### src/rtl/button_pkg.sv
// Shared types and defaults for the pushbutton front-end (debounce FSM state,
// default timing constants, counter sizing helper).
package button_pkg;

  typedef enum logic [1:0] {
    IDLE,
    ARMING,
    PRESSED,
    RELEASING
  } btn_state_e;

  localparam int unsigned DEF_DB_CYCLES     = 16;
  localparam int unsigned DEF_REPEAT_DELAY  = 64;
  localparam int unsigned DEF_REPEAT_PERIOD = 16;

  // Bits needed to count 0 .. n-1, never less than one bit.
  function automatic int unsigned cnt_width(input int unsigned n);
    return (n <= 2) ? 1 : $clog2(n);
  endfunction

endpackage

### src/rtl/debounce_channel.sv
// One button channel: 2-flop synchroniser, debounce FSM with saturating counter,
// press detect and (with BUTTON_REPEAT_EN defined) optional auto-repeat.
module debounce_channel
  import button_pkg::*;
#(
  parameter int unsigned DB_CYCLES     = DEF_DB_CYCLES,
  parameter int unsigned REPEAT_DELAY  = DEF_REPEAT_DELAY,
  parameter int unsigned REPEAT_PERIOD = DEF_REPEAT_PERIOD,
  parameter bit          REPEAT_EN     = 1'b0
) (
  input  logic clk_i,
  input  logic rst_ni,
  input  logic raw_i,
  output logic fire_o,   // pulse request for the coming edge, registered by the top
  output logic level_o
);

  localparam int unsigned           CW      = cnt_width(DB_CYCLES);
  localparam logic [CW-1:0]         CNT_MAX = CW'(DB_CYCLES - 1);

  if (DB_CYCLES < 2 || (REPEAT_EN && (REPEAT_DELAY == 0 || REPEAT_PERIOD == 0))) begin : g_bad_cfg
    $error("debounce_channel: invalid timing parameters");
  end

  logic       meta_q, sync_q;
  btn_state_e state_q;
  logic [CW-1:0] cnt_q;
  logic       level_q;
  logic       press;
  logic       rpt_fire;

  always_ff @(posedge clk_i or negedge rst_ni) begin
    if (!rst_ni) begin
      meta_q <= 1'b0;
      sync_q <= 1'b0;
    end else begin
      meta_q <= raw_i;
      sync_q <= meta_q;
    end
  end

  always_ff @(posedge clk_i or negedge rst_ni) begin
    if (!rst_ni) begin
      state_q <= IDLE;
      cnt_q   <= '0;
      level_q <= 1'b0;
    end else begin
      case (state_q)
        IDLE: if (sync_q) begin
          state_q <= ARMING;
          cnt_q   <= '0;
        end
        ARMING: if (!sync_q) begin
          state_q <= IDLE;
          cnt_q   <= '0;
        end else if (cnt_q == CNT_MAX) begin
          state_q <= PRESSED;
          level_q <= 1'b1;
        end else begin
          cnt_q <= cnt_q + 1'b1;
        end
        PRESSED: if (!sync_q) begin
          state_q <= RELEASING;
          cnt_q   <= '0;
        end
        RELEASING: if (sync_q) begin
          state_q <= PRESSED;
          cnt_q   <= '0;
        end else if (cnt_q == CNT_MAX) begin
          state_q <= IDLE;
          level_q <= 1'b0;
        end else begin
          cnt_q <= cnt_q + 1'b1;
        end
        default: begin
          state_q <= IDLE;
          cnt_q   <= '0;
          level_q <= 1'b0;
        end
      endcase
    end
  end

  assign press = (state_q == ARMING) && sync_q && (cnt_q == CNT_MAX);

`ifdef BUTTON_REPEAT_EN
  if (REPEAT_EN) begin : g_rpt
    localparam int unsigned RMAX = (REPEAT_DELAY > REPEAT_PERIOD) ? REPEAT_DELAY : REPEAT_PERIOD;
    localparam int unsigned RW   = cnt_width(RMAX);

    logic [RW-1:0] rcnt_q;
    logic [RW-1:0] rlim;
    logic          rfirst_q;
    logic          held;
    logic          going_idle;

    // Repeat timing is anchored to the accepted press; release bounce does not restart it.
    assign held       = (state_q == PRESSED) || (state_q == RELEASING);
    assign going_idle = (state_q == RELEASING) && !sync_q && (cnt_q == CNT_MAX);
    assign rlim       = rfirst_q ? RW'(REPEAT_DELAY - 1) : RW'(REPEAT_PERIOD - 1);
    assign rpt_fire   = held && !going_idle && (rcnt_q == rlim);

    always_ff @(posedge clk_i or negedge rst_ni) begin
      if (!rst_ni) begin
        rcnt_q   <= '0;
        rfirst_q <= 1'b1;
      end else if (press) begin
        rcnt_q   <= '0;
        rfirst_q <= 1'b1;
      end else if (held) begin
        if (rpt_fire) begin
          rcnt_q   <= '0;
          rfirst_q <= 1'b0;
        end else begin
          rcnt_q <= rcnt_q + 1'b1;
        end
      end
    end
  end else begin : g_no_rpt
    assign rpt_fire = 1'b0;
  end
`else
  assign rpt_fire = 1'b0;
`endif

  assign fire_o  = press | rpt_fire;
  assign level_o = level_q;

endmodule

### src/rtl/button_conditioner.sv
// Conditions the up/down/next pushbuttons into one-cycle press pulses for the
// bicycle light FSM. Define BUTTON_REPEAT_EN to add auto-repeat on up/down.
module button_conditioner
  import button_pkg::*;
#(
  parameter int unsigned DB_CYCLES     = DEF_DB_CYCLES,
  parameter int unsigned REPEAT_DELAY  = DEF_REPEAT_DELAY,
  parameter int unsigned REPEAT_PERIOD = DEF_REPEAT_PERIOD
) (
  input  logic clk,
  input  logic reset_n,
  input  logic up_raw,
  input  logic down_raw,
  input  logic next_raw,
  output logic up_pulse,
  output logic down_pulse,
  output logic next_pulse,
  output logic up_level,
  output logic down_level,
  output logic next_level
);

  logic up_fire, down_fire, next_fire;
  logic up_pulse_q, down_pulse_q, next_pulse_q;

  debounce_channel #(
    .DB_CYCLES    (DB_CYCLES),
    .REPEAT_DELAY (REPEAT_DELAY),
    .REPEAT_PERIOD(REPEAT_PERIOD),
    .REPEAT_EN    (1'b1)
  ) u_up (
    .clk_i  (clk),
    .rst_ni (reset_n),
    .raw_i  (up_raw),
    .fire_o (up_fire),
    .level_o(up_level)
  );

  debounce_channel #(
    .DB_CYCLES    (DB_CYCLES),
    .REPEAT_DELAY (REPEAT_DELAY),
    .REPEAT_PERIOD(REPEAT_PERIOD),
    .REPEAT_EN    (1'b1)
  ) u_down (
    .clk_i  (clk),
    .rst_ni (reset_n),
    .raw_i  (down_raw),
    .fire_o (down_fire),
    .level_o(down_level)
  );

  debounce_channel #(
    .DB_CYCLES    (DB_CYCLES),
    .REPEAT_DELAY (REPEAT_DELAY),
    .REPEAT_PERIOD(REPEAT_PERIOD),
    .REPEAT_EN    (1'b0)
  ) u_next (
    .clk_i  (clk),
    .rst_ni (reset_n),
    .raw_i  (next_raw),
    .fire_o (next_fire),
    .level_o(next_level)
  );

  // Simultaneous up and down requests cancel each other.
  always_ff @(posedge clk or negedge reset_n) begin
    if (!reset_n) begin
      up_pulse_q   <= 1'b0;
      down_pulse_q <= 1'b0;
      next_pulse_q <= 1'b0;
    end else begin
      up_pulse_q   <= up_fire & ~down_fire;
      down_pulse_q <= down_fire & ~up_fire;
      next_pulse_q <= next_fire;
    end
  end

  assign up_pulse   = up_pulse_q;
  assign down_pulse = down_pulse_q;
  assign next_pulse = next_pulse_q;

endmodule

### config.mk
export PLATFORM = sky130hd
export DESIGN_NAME = button_conditioner
export DESIGN_NICKNAME = d
export VERILOG_FILES = /design/src/rtl/button_pkg.sv /design/src/rtl/debounce_channel.sv /design/src/rtl/button_conditioner.sv
export SDC_FILE = /design/constraint.sdc
export NUM_CORES = 1
export LEC_CHECK = 0
export CORE_MARGIN = 2
export CORE_UTILIZATION = 35
export CTS_CLUSTER_DIAMETER = 150
export DETAILED_ROUTE_END_ITERATION = 8
export HOLD_SLACK_MARGIN = 0.12
export PLACE_DENSITY = 0.61
export SETUP_SLACK_MARGIN = 0.1
export SLEW_MARGIN = 30
export SYNTH_ARGS = -nofsm -noshare
export SYNTH_HDL_FRONTEND = slang
export SYNTH_SLANG_ARGS = --single-unit
### constraint.sdc
create_clock -name clk -period 3.63 [get_ports clk]
set_clock_uncertainty 0.2 [all_clocks]
set_input_delay 0.5445 -clock clk [delete_from_list [all_inputs] [get_ports clk]]
set_output_delay 0.5445 -clock clk [all_outputs]
set_load 0.1 [all_outputs]
==> flow_metrics.py <==
metrics = {
    "critical_path": {
        "r2r_setup_slack_ps": 2030,
        "worst-setup-path-type": "reg -> out",
        "reg2reg_depth": 4,
        "cp_num_buf_inv": 1,
        "cp-start-kind": "register",
        "worstPathArrival_ps": 1780,
        "r2r_start": "u_next.cnt_q[0]",
        "crit_chain": "clkdlybuf4s50_1",
        "endpoint_kind": "output port",
        "required_ps": 2890,
        "cpLargestDelayFamily": "buffers and inverters",
        "crit_path_max_fanout": 3,
        "crit_path_max_incr_delay_ps": 1140,
        "r2r-end": "u_next.cnt_q[1]",
        "slowest_stage": "clkdlybuf4s50_1",
    },
    "grt": {
        "grtUsageTotal_pct": 12.8,
        "grt_pass1_wl_mm": 4.21,
        "overflow": 0,
        "antenna_found_initial": 0,
        "grt_max_degree": 31,
        "grt_pass1_vias": 952,
    },
    "route": {
        "ant_nets": 0,
        "route.vias.total": 963,
        "wirelength_mm": 2.24,
        "avgRoutedWirePerCell_um": 12.3,
        "drt_iter0_drc": 36,
        "drtPass1Iterations": 4,
        "drc": 0,
        "via_per_inst": 5.29,
    },
    "sta": {
        "post-route-period-util_pct": 69.6,
        "fmax_mhz": 396,
        "finalMaxSlewViolations": 0,
        "tns_ps": 0,
        "tightest_slew_ps": 971,
        "fin_hold_ws_ps": 147,
        "final_hold_viol_count": 0,
        "finalSetupViolations": 0,
        "min_period_ps": 2520,
        "slew_headroom_pct": 35.1,
        "rsz0062_at_grt": "no",
    },
    "power_and_ir_drop": {
        "leakagePower_nw": 0.667,
        "vdd_drop_max_uv": 305,
        "p_sw_share_pct": 22.4,
        "p_switching_w": 0.000142,
        "power.density_nw_per_um2": 399,
        "power_frac_clock_pct": 37.5,
        "p_seq_share_pct": 56.8,
        "intPower_w": 0.000491,
        "combinationalPowerShare_pct": 5.7,
    },
    "status": {
        "outcome": "finished, final reports clean",
    },
    "clocking": {
        "clock-sinks": 30,
        "clock_latency_ps": 270,
        "cts_tree": "yes",
        "h-tree-depth": 2,
        "cts-buffers-inserted": 5,
        "cts_root_buf": "clkbuf_8",
        "cts_resized": 0,
        "cts_hold_buf": 0,
        "ctsLongestPathBuffers": 2,
        "post_cts_buffers": 0,
        "clk_pin_slew_worst_paths_ps": 60,
    },
    "die": {
        "die-area_um2": 4400,
        "io_pins": 11,
        "dieHeight_um": 66.3,
        "rows": 22,
        "initial_core_util_pct": 36.8,
        "fp.dieW_um": 66.3,
        "core_area_um2": 3690,
    },
    "final_layout": {
        "layout.nets": 142,
        "area_delta_synth_final_pct": 16.8,
        "layout_common_cells": "30 x dfrtp_1, 10 x inv_1, 10 x clkdlybuf4s50_1",
        "num_antenna_cells": 0,
        "drive_above_1_share_pct": 13.4,
        "final_common_cell": "dfrtp_1",
        "fin_area_um2": 1590,
    },
    "logic_synthesis": {
        "ys_seq_area_share_pct": 55.2,
        "synth_cell_types": 33,
        "synth_warnings": 0,
        "netlist_instances": 120,
        "ys_ff_latch": 30,
        "syn_area_um2": 1360,
        "synth_nets": 128,
        "syn_avg_cell_area_um2": 11.3,
    },
    "worst_hold_path": {
        "hold_depth": 0,
        "holdCritPathClass": "reg -> reg",
        "min_to": "u_down.sync_q",
        "hp-start": "u_down.meta_q",
    },
    "placement": {
        "port_buffers": 10,
        "place_area_um2": 1510,
        "dp_hpwl_mm": 1.62,
        "place.gp.congestion": 0.747,
    },
    "flow_run": {
        "drv_cap": 0,
    },
}
area by class of cell:
cell class              count  area, um^2
repair buffers             11         108
multi-input cells          76         552
well taps                  48        60.1
fillers                   359        2100
clock buffers               5        68.8
clock inverters             2        10.0
inverters                  10        37.5
flip-flops and latches     30         751
per-stage QoR:
step	utilization (%)	std cells	setup slack [ps]	power, W
global route	43.0	182	1040	0.000671
global placement	40.9	175	1410	0.000398
CTS	43.0	182	1090	0.000644
floorplan	-	120	1980	0.000384
finish	43.0	182	1110	0.000632
detailed placement	40.9	175	1400	0.000402
Yosys cell counts, drive strengths merged:
| library cell | count | area share, % |
|---|---|---|
| nand2 | 9 | 2.5 |
| a311oi | 1 | 0.64 |
| nand2b | 1 | 0.46 |
| and3 | 1 | 0.46 |
| and2 | 2 | 1.0 |
| o2111a | 1 | 0.83 |
| ha | 3 | 2.8 |
| clkbuf | 1 | 0.28 |
| buf | 3 | 1.1 |
| inv | 10 | 2.8 |
| or2 | 1 | 0.46 |
| o211ai | 2 | 1.1 |
| o2111ai | 4 | 2.6 |
| o22ai | 3 | 1.4 |
| nand3b | 2 | 1.1 |
| o21ai | 6 | 2.2 |
| xor2 | 3 | 3.6 |
| o31ai | 2 | 1.1 |
| xnor2 | 1 | 0.64 |
| a21oi | 8 | 2.9 |
| mux2i | 3 | 2.2 |
| nor2 | 2 | 0.55 |
| mux2 | 3 | 2.8 |
| a31oi | 2 | 0.92 |
| a31o | 2 | 1.3 |
| and4 | 3 | 1.9 |
| o311ai | 1 | 0.64 |
| nand3 | 5 | 1.8 |
| nand4 | 3 | 1.4 |
| dfrtp | 30 | 55 |
| nand4b | 2 | 1.3 |
metal layers:
| metal | vias to the layer above | track usage (%) | share of wire, % |
|---|---|---|---|
| met5 | - | 0 | 0 |
| met4 | 0 | 4.59 | 0 |
| li1 | 469 | - | - |
| met2 | 16 | 20.6 | 51 |
| met1 | 478 | 15.5 | 45 |
| met3 | 0 | 4.77 | 3.8 |
flip-flops by register name, summed over array words and instances, names as in the netlist, named ones only:
name and cells:
u_up.state_q 1, u_next.meta_q 1, u_next.cnt_q 4, u_up.meta_q 1, u_next.sync_q 1, u_down.state_q 1
u_down.sync_q 1, u_next.state_q 1, u_down.meta_q 1, u_down.cnt_q 4, u_up.sync_q 1, u_up.level_o 1
u_up.cnt_q 4, u_next.level_o 1, u_down.level_o 1, next_pulse 1, down_pulse 1, up_pulse 1
power groups by stage:
stage | Sequential [W] | Combinational [W] | Clock, W
2_1_floorplan | 0.000360 | 0.0000243 | 0
3_3_place_gp | 0.000364 | 0.0000346 | 0
3_5_place_dp | 0.000365 | 0.0000367 | 0
4_1_cts | 0.000359 | 0.0000368 | 0.000248
5_1_grt | 0.000361 | 0.0000415 | 0.000268
6_report | 0.000359 | 0.0000359 | 0.000237
how the worst max path moves through the flow:
stage	start	to	slack (ps)	cells after the start
2_1_floorplan	u_down.level_o	down_level	1980	0
3_3_place_gp	u_next.level_o	next_level	1410	1
3_5_place_dp	u_down.level_o	down_level	1400	1
4_1_cts	u_next.level_o	next_level	1090	1
5_1_grt	u_next.level_o	next_level	1040	1
6_report	u_next.level_o	next_level	1110	1
cell families (layout without fill, tap and decap cells):
logic type      count (synthesis)  after routing  share of synthesized area (%)
flops                          30             30                           55.2
mux                             6              6                           4.97
simple gates                   31             31                           13.0
compound gates                 32             32                           15.7
fa+ha+maj                       3              3                           2.76
buf+inv                        14             28                           4.14
xor+xnor                        4              4                           4.24
Note: power is estimated with default switching activity, not from simulation.
